### config.mk
export PLATFORM = sky130hd
export DESIGN_NAME = enc_gray_sequencer
export DESIGN_NICKNAME = d
export VERILOG_FILES = /design/src/rtl/enc_pkg.sv /design/src/rtl/enc_bin2gray.sv /design/src/rtl/enc_gray_sequencer.sv
export SDC_FILE = /design/constraint.sdc
export NUM_CORES = 1
export LEC_CHECK = 0
export BUFFER_PORTS_ARGS = -buffer_cell sky130_fd_sc_hd__buf_4
export CAP_MARGIN = 20
export CORE_MARGIN = 2
export CORE_UTILIZATION = 45
export CTS_CLUSTER_DIAMETER = 150
export CTS_CLUSTER_SIZE = 8
export DETAILED_ROUTE_END_ITERATION = 8
export HOLD_SLACK_MARGIN = 0.06
export PLACE_DENSITY = 0.7
export SYNTH_ARGS = -nofsm -noshare
export SYNTH_HDL_FRONTEND = slang
export SYNTH_SLANG_ARGS = --single-unit
### constraint.sdc
create_clock -name clk -period 4.4 [get_ports clk]
set_clock_uncertainty 0.1 [all_clocks]
set_input_delay 0.44 -clock clk [delete_from_list [all_inputs] [get_ports clk]]
set_output_delay 0.44 -clock clk [all_outputs]
set_load 0.05 [all_outputs]
### src/rtl/enc_pkg.sv
`default_nettype none
// ============================================================================
//  Module      : enc_pkg
//  Description : Shared state encoding and default widths for the Gray
//                code sequencer.
//  Revision    : 1.0 - initial release
// ============================================================================
package enc_pkg;

  localparam int c_WIDTH_DEF = 10;
  localparam int c_CNT_W_DEF = 11;

  typedef enum logic [1:0] {
    ST_IDLE = 2'd0,
    ST_RUN  = 2'd1,
    ST_DONE = 2'd2
  } state_t;

endpackage
`default_nettype wire

### src/rtl/enc_bin2gray.sv
`default_nettype none
// ============================================================================
//  Module      : enc_bin2gray
//  Description : Purely combinational binary to reflected-Gray converter.
//  Revision    : 1.0 - initial release
// ============================================================================
module enc_bin2gray #(
  parameter int WIDTH = 10
) (
  input  logic [WIDTH-1:0] i_bin,
  output logic [WIDTH-1:0] o_gray
);

  assign o_gray = i_bin ^ (i_bin >> 1);

endmodule
`default_nettype wire

### src/rtl/enc_gray_sequencer.sv
`default_nettype none
// ============================================================================
//  Module      : enc_gray_sequencer
//  Description : Emits count consecutive binary values from base, with their
//                Gray codes, over a valid/ready stream.
//  Revision    : 1.0 - initial release
// ============================================================================
module enc_gray_sequencer
  import enc_pkg::*;
#(
  parameter int WIDTH = c_WIDTH_DEF,
  parameter int CNT_W = c_CNT_W_DEF
) (
  input  logic             clk,
  input  logic             rst,
  input  logic             start,
  input  logic [WIDTH-1:0] base,
  input  logic [CNT_W-1:0] count,
  input  logic             abort,
  output logic             out_valid,
  input  logic             out_ready,
  output logic [WIDTH-1:0] out_bin,
  output logic [WIDTH-1:0] out_gray,
  output logic             out_last,
  output logic             busy,
  output logic             done
);

  state_t           r_state;
  logic [WIDTH-1:0] r_counter;
  logic [CNT_W-1:0] r_remaining;
  logic             r_valid;
  logic             r_last;
  logic             r_done;
  logic             w_handshake;

  assign w_handshake = r_valid && out_ready;

  always_ff @(posedge clk) begin
    if (rst) begin
      r_state     <= ST_IDLE;
      r_counter   <= '0;
      r_remaining <= '0;
      r_valid     <= 1'b0;
      r_last      <= 1'b0;
      r_done      <= 1'b0;
    end else begin
      case (r_state)
        ST_IDLE: begin
          r_done <= 1'b0;
          if (start) begin
            if (count != '0) begin
              r_state     <= ST_RUN;
              r_counter   <= base;
              r_remaining <= count;
              r_valid     <= 1'b1;
              r_last      <= (count == CNT_W'(1));
            end else begin
              r_state <= ST_DONE;
              r_done  <= 1'b1;
            end
          end
        end
        ST_RUN: begin
          // Abort wins over a handshake in the same cycle.
          if (abort) begin
            r_state <= ST_IDLE;
            r_valid <= 1'b0;
            r_last  <= 1'b0;
          end else if (w_handshake) begin
            if (r_last) begin
              r_state     <= ST_DONE;
              r_valid     <= 1'b0;
              r_last      <= 1'b0;
              r_done      <= 1'b1;
              r_remaining <= '0;
            end else begin
              r_counter   <= r_counter + WIDTH'(1);
              r_remaining <= r_remaining - CNT_W'(1);
              r_last      <= (r_remaining == CNT_W'(2));
            end
          end
        end
        ST_DONE: begin
          r_state <= ST_IDLE;
          r_done  <= 1'b0;
        end
        default: begin
          r_state <= ST_IDLE;
          r_valid <= 1'b0;
          r_last  <= 1'b0;
          r_done  <= 1'b0;
        end
      endcase
    end
  end

  enc_bin2gray #(
    .WIDTH (WIDTH)
  ) u_bin2gray (
    .i_bin  (r_counter),
    .o_gray (out_gray)
  );

  assign out_valid = r_valid;
  assign out_bin   = r_counter;
  assign out_last  = r_last;
  assign done      = r_done;
  assign busy      = (r_state != ST_IDLE);

endmodule
`default_nettype wire

==> impl_metrics.tcl, run 1 <==
set metrics [dict create \
    yosys_register_bits 26 \
    critical_path_buf_inv_count 1 \
    placement_rows 23 \
    route.final.wire_length_um 5129 \
    fin_worst_hold_slack_ns 0.3600 \
    cp.required_ns 4.48 \
    path_delay_family "simple AND/OR/NAND/NOR gates" \
    worstSetupEndpointType "flip-flop" \
    synth_enable_flop_cells 0 \
    syn_inst 232 \
    post_synth.cell_area_avg_sq_um 7.933 \
    hold_viol 0 \
    min_delay_worst_endpoint "r_remaining[7]" \
    pwr_density_cell_mw_per_mm2 330.2 \
    vias 1993 \
    grt_first_pass_wirelength_um 8280 \
    placed_area_sq_mm 0.002196 \
    critical-path-slowest-cell "sky130_fd_sc_hd__and4_1" \
    floorplan.die.width_um 67.96 \
    placeableCoreArea_sq_mm 0.003971 \
    r2r.worst_path.cells 4 \
    timing.critical_path.from "count[6]" \
    cts_setup_buffers 0 \
    gpl.final_weighted_congestion 0.8945 \
    synthToLayoutAreaGrowth_pct 22.30 \
    sum_of_overflow_across_all_layers_after_global_routing 0 \
    placement.setup.worst_slack_ns 1.887 \
    run_status "finished clean" \
    placement.io_buffers 49 \
    worstPathCellList "buf_4 > nor4_1 > and4_1 > nor2_1 > a32o_1" \
    max_frequency_mhz 441.4 \
    cts_sinks 26 \
    wl_per_cell_um 16.08 \
    worst_path_largest_cell_delay_ns 0.77 \
    layout.cells.non_filler 319 \
    worst_slew_pin_slew_ns 0.8773 \
    timing.rr.end "out_bin[6]" \
    effective_utilization_at_floorplan_pct 46.35 \
    antenna_found_initial 0 \
    num_antenna_cells 0 \
    yosys_most_used_dff "sky130_fd_sc_hd__dfxtp_1" \
    post_place_cells 315 \
    cts-buffers-inserted 3 \
    detail_route.iter0.violations 156 \
    die_h_um 67.96 \
    tritoncts "done" \
    dp.final_hpwl_um 3611 \
    die_area_sq_mm 0.004618 \
    drt_pre_antenna_iters 4 \
    leakagePower_nw 0.9195 \
    rsz0062_at_grt "false" \
    netlist_top_cells_count "26 x sky130_fd_sc_hd__dfxtp_1, 21 x sky130_fd_sc_hd__nor2_1, 19 x sky130_fd_sc_hd__a21oi_1, 19 x sky130_fd_sc_hd__nand2_1, 18 x sky130_fd_sc_hd__nor3_1" \
    max_cap_viol_count 0 \
    yosysUniqueCellTypes 51 \
    boundaryPins 50 \
    worst_hold_startpoint "count[7]" \
    share_of_final_layout_standard_cells_stronger_than_drive_strength_1_pct 23.79 \
    finalWorstPathRequiredPeriod_ns 2.265 \
    finalInstanceArea_sq_mm 0.002251 \
    nets 306 \
    timing.setup.tns_ns 0 \
    setup_violations 0 \
    synth.most_common_cell "sky130_fd_sc_hd__dfxtp_1" \
    timing.rr.start "r_state[0]" \
    pin_count_of_the_biggest_net_entering_global_routing 35 \
    grt_util_all_layers_pct 23.08 \
    syn-num-nets 268 \
    worst_path_clk_slew_ns 0.09 \
    synth_top_cells_by_area "sky130_fd_sc_hd__dfxtp_1 28%, sky130_fd_sc_hd__ha_1 6.8%, sky130_fd_sc_hd__o32ai_1 5.7%" \
    cts.root.buffer_cell "sky130_fd_sc_hd__clkbuf_8" \
    r2r_slack_ns 2.15 \
    least_setup_slack_across_all_paths_after_layout_ns 2.135 \
    report.final.slew_viol_count 0 \
    synth_area_leader_cell "sky130_fd_sc_hd__dfxtp_1" \
    number_of_warnings_printed_during_yosys_synthesis 0 \
    min_path_type "in -> reg" \
    cts_repair_resize_count 0 \
    synthArstFlopShare_pct 0 \
    critPathLaunchType "input port" \
    synth.cell_area_sq_mm 0.001841 \
    worstHoldPathCells 3 \
    postCtsHoldBufs 0 \
    max-vdd-ir-drop_uv 159.0 \
    clk_path_buf_depth 2 \
    detail_route.vias_per_cell 6.248 \
    final.period_utilization_pct 51.49 \
    detail_route.drc_violations 0 \
    worst_ep_arrival_time_ns 2.34 \
    number_of_global_route_vias_before_repair 1742 \
    max_slew_headroom_pct 41.39 \
    crit_path_max_fanout 20 \
    synth-seq-area-share_pct 28.28 \
    cts_max_level 1 \
    critical_path_class "in -> reg" \
    yosysTopAreaCellShare_pct 28.28 \
    clk_latency_ns 0.27 \
    ant_nets 0 \
]
## logic make-up after synthesis
| family | synth area share (%) |
|---|---|
| xor gates and xnor gates | 0.4760 |
| and+or+nand+nor | 28.15 |
| buffers and inverters | 6.730 |
| AOI/OAI and AO/OA | 28.35 |
| adders and majority gates | 6.798 |
| DFF | 28.28 |
| muxes | 1.224 |
## worst reg2reg max path, stage by stage, from the launching register on
cell	delay (ns)
sky130_fd_sc_hd__dfxtp_1	0.59
sky130_fd_sc_hd__nand4b_1	0.22
sky130_fd_sc_hd__a221o_1	0.50
sky130_fd_sc_hd__nand2b_1	0.39
sky130_fd_sc_hd__o32ai_1	0.36
## layout by cell type, fill, tap and decap left out, drive strengths merged, types with 4 or more instances in the layout
master,n
clkbuf,4
o32ai,12
nor3,18
nor4,7
a211oi,7
nand2,19
buf,50
a32oi,6
o21ai,4
a21oi,19
dfxtp,26
inv,11
ha,10
nor2,21
## stage by stage
step	util, %	total power (W)
6_report	56.68	0.0007433
5_1_grt	56.68	0.0007848
4_1_cts	56.68	0.0007469
3_5_place_dp	55.29	0.0005879
3_3_place_gp	55.29	0.0005872
2_1_floorplan	-	0.0005075
## sequential cells by signal, summed over array words and instances (netlist names)
name / flops
r_remaining: 11
out_bin: 10
r_state: 2
done: 1
out_last: 1
out_valid: 1
## worst max path at each step
| stage | to | slack (ns) | cells after the start |
|---|---|---|---|
| global placement | r_remaining[2] | 1.98 | 5 |
| global route | out_bin[6] | 1.96 | 4 |
| detailed placement | r_remaining[2] | 1.89 | 5 |
| floorplan | out_gray[8] | 2.37 | 1 |
| finish | r_remaining[2] | 2.13 | 5 |
| CTS | out_bin[6] | 2.15 | 4 |
## power by group
| part | switching, W | total [W] | internal (W) | leakage [nW] |
|---|---|---|---|---|
| sequential | 0.0000295 | 0.000285 | 0.000256 | 0.214 |
| clock | 0.0000777 | 0.000158 | 0.0000801 | 0.0288 |
| combinational | 0.000192 | 0.000300 | 0.000108 | 0.677 |
| total | 0.000299 | 0.000743 | 0.000444 | 0.920 |
## per-layer routing
metal	up-vias	track usage [%]	wire, um
met5	-	0	0
met4	0	6.000	51
met3	5	3.289	298
met2	77	37.38	2405
met1	932	32.06	2374
li1	979	-	-
## final cells by class
cell class                      count  area (sq um)
Sequential cell                    26         520.5
Timing Repair Buffer               50         375.4
Multi-Input combinational cell    178          1196
Fill cell                         394          1720
Inverter                           11         41.29
Tap cell                           50         62.56
Clock buffer                        4         55.05
Power figures use the tool's default switching activity.
==> run 2, diff against run 1 <==
==> constraint.sdc (replaced) <==
create_clock -name clk -period 2.3 [get_ports clk]
set_clock_uncertainty 0.1 [all_clocks]
set_input_delay 0.23 -clock clk [delete_from_list [all_inputs] [get_ports clk]]
set_output_delay 0.23 -clock clk [all_outputs]
set_load 0.05 [all_outputs]
==> impl_metrics.tcl, run 2 (same netlist as run 1, synthesis figures left out) <==
set metrics [dict create \
    run_status "finished clean" \
    clk_latency_ns 0.27 \
    cts-buffers-inserted 3 \
    timing.setup.tns_ns 0 \
    detail_route.vias_per_cell 6.058 \
    placement.io_buffers 49 \
    placement_rows 23 \
    cts_setup_buffers 0 \
    worst_path_clk_slew_ns 0.09 \
    grt_util_met3_pct 2.467 \
    die_area_sq_mm 0.004618 \
    hold_viol 0 \
    grt_use_met2_pct 37.14 \
    share_of_final_layout_standard_cells_stronger_than_drive_strength_1_pct 26.26 \
    most_frequent_standard_cell_in_the_layout_excluding_fill_and_tap_cells "sky130_fd_sc_hd__buf_4" \
    worst_ep_arrival_time_ns 2.14 \
    clk_path_buf_depth 2 \
    met1_usage_pct 28.93 \
    design_power_total_w 0.001433 \
    placeableCoreArea_sq_mm 0.003971 \
    drt_pre_antenna_iters 4 \
    worstSetupEndpointType "flip-flop" \
    cts.root.buffer_cell "sky130_fd_sc_hd__clkbuf_8" \
    critical_path_class "reg -> reg" \
    antenna_found_initial 0 \
    min_path_type "in -> reg" \
    final_cell_mix "59 x sky130_fd_sc_hd__buf_4, 26 x sky130_fd_sc_hd__dfxtp_1, 21 x sky130_fd_sc_hd__nor2_1" \
    num_antenna_cells 0 \
    die_h_um 67.96 \
    wl_per_cell_um 15.08 \
    boundaryPins 50 \
    nets 315 \
    rsz0062_at_grt "false" \
    max_cap_viol_count 0 \
    floorplan.die.width_um 67.96 \
    gpl.final_weighted_congestion 0.8316 \
    max_slew_headroom_pct 58.19 \
    final.period_utilization_pct 89.87 \
    critPathLaunchType "flip-flop" \
    effective_utilization_at_floorplan_pct 46.35 \
    route.final.wire_length_um 4946 \
    globalRoute.busiestLayer "met2" \
    worst_slew_pin_slew_ns 0.6215 \
    detail_route.iter0.violations 160 \
    grt_util_all_layers_pct 22.16 \
    path_delay_family "compound AO/OA/AOI/OAI gates" \
    pwr_density_cell_mw_per_mm2 618.1 \
    setup_violations 0 \
    cts_max_level 1 \
    finalWorstPathRequiredPeriod_ns 2.067 \
    sum_of_overflow_across_all_layers_after_global_routing 0 \
    tritoncts "done" \
    postCtsHoldBufs 0 \
    vias 1987 \
    fin_worst_hold_slack_ns 0.1338 \
    grt_first_pass_wirelength_um 7955 \
    leakagePower_nw 0.9639 \
    worst_path_largest_cell_delay_ns 0.56 \
    max_frequency_mhz 483.8 \
    cp.required_ns 2.38 \
    critical_path_buf_inv_count 0 \
    number_of_global_route_vias_before_repair 1772 \
    dp.final_hpwl_um 3703 \
    pin_count_of_the_biggest_net_entering_global_routing 29 \
    crit_path_max_fanout 14 \
    cts_repair_resize_count 0 \
    synthToLayoutAreaGrowth_pct 25.97 \
    detail_route.drc_violations 0 \
    ant_nets 0 \
    cts_sinks 26 \
    largest_register_ffs 11 \
    registers.top_by_ff_count "r_remaining" \
    report.final.slew_viol_count 0 \
    max-vdd-ir-drop_uv 289.4 \
    worstPathCellList "nand4b_1 > a221o_1 > nand2b_1 > o32ai_1" \
    critical-path-slowest-cell "sky130_fd_sc_hd__dfxtp_1" \
]
run 2: metrics by stage:
stage / instance area (sq um) / instances / utilization [%] / setup slack, ns
4_1_cts: 2318 / 328 / 58.38 / 0.2318
3_5_place_dp: 2263 / 324 / 56.99 / 0.2552
2_1_floorplan: 1841 / 232 / - / 0.3464
6_report: 2318 / 328 / 58.38 / 0.2329
3_3_place_gp: 2263 / 324 / 56.99 / 0.3189
5_1_grt: 2318 / 328 / 58.38 / 0.09222
run 2: report_power, final:
group | internal [W] | switching (W) | total (W) | leakage, nW
Clock | 0.000153 | 0.000147 | 0.000300 | 0.0288
Sequential | 0.000489 | 0.0000558 | 0.000545 | 0.214
Combinational | 0.000221 | 0.000367 | 0.000588 | 0.721
run 2: worst paths after layout:
path | startpoint | to | slack (ns) | depth (start not counted)
worst min register to register | r_remaining[5] | r_remaining[5] | 0.39 | 2
worst max-delay path | r_state[0] | out_bin[7] | 0.23 | 4
worst max register to register | r_state[0] | out_bin[7] | 0.23 | 4
worst min-delay path | count[7] | r_remaining[7] | 0.13 | 3
run 2: per-layer routing:
metal  up-vias  part of all wire, %  wire length (um)
met2        66                   47              2336
met3        12                  4.8               239
li1        993                    -                 -
met5         -                    0                 0
met1       916                   46              2252
met4         0                  2.4               117
run 2: area by class of cell:
cell class	instances	area, sq um
timing repair buffer	59	442.9
multi-input combinational	178	1196
tap	50	62.56
clock buffer	4	55.05
fill	399	1653
inverter	11	41.29
sequential	26	520.5
run 2: worst register-to-register path, delay by kind of cell, from the launching register on:
kind / cells / cell delay (ns)
AO/OA/AOI/OAI: 2 / 0.77
flip-flops: 1 / 0.56
AND/OR/NAND/NOR: 2 / 0.55
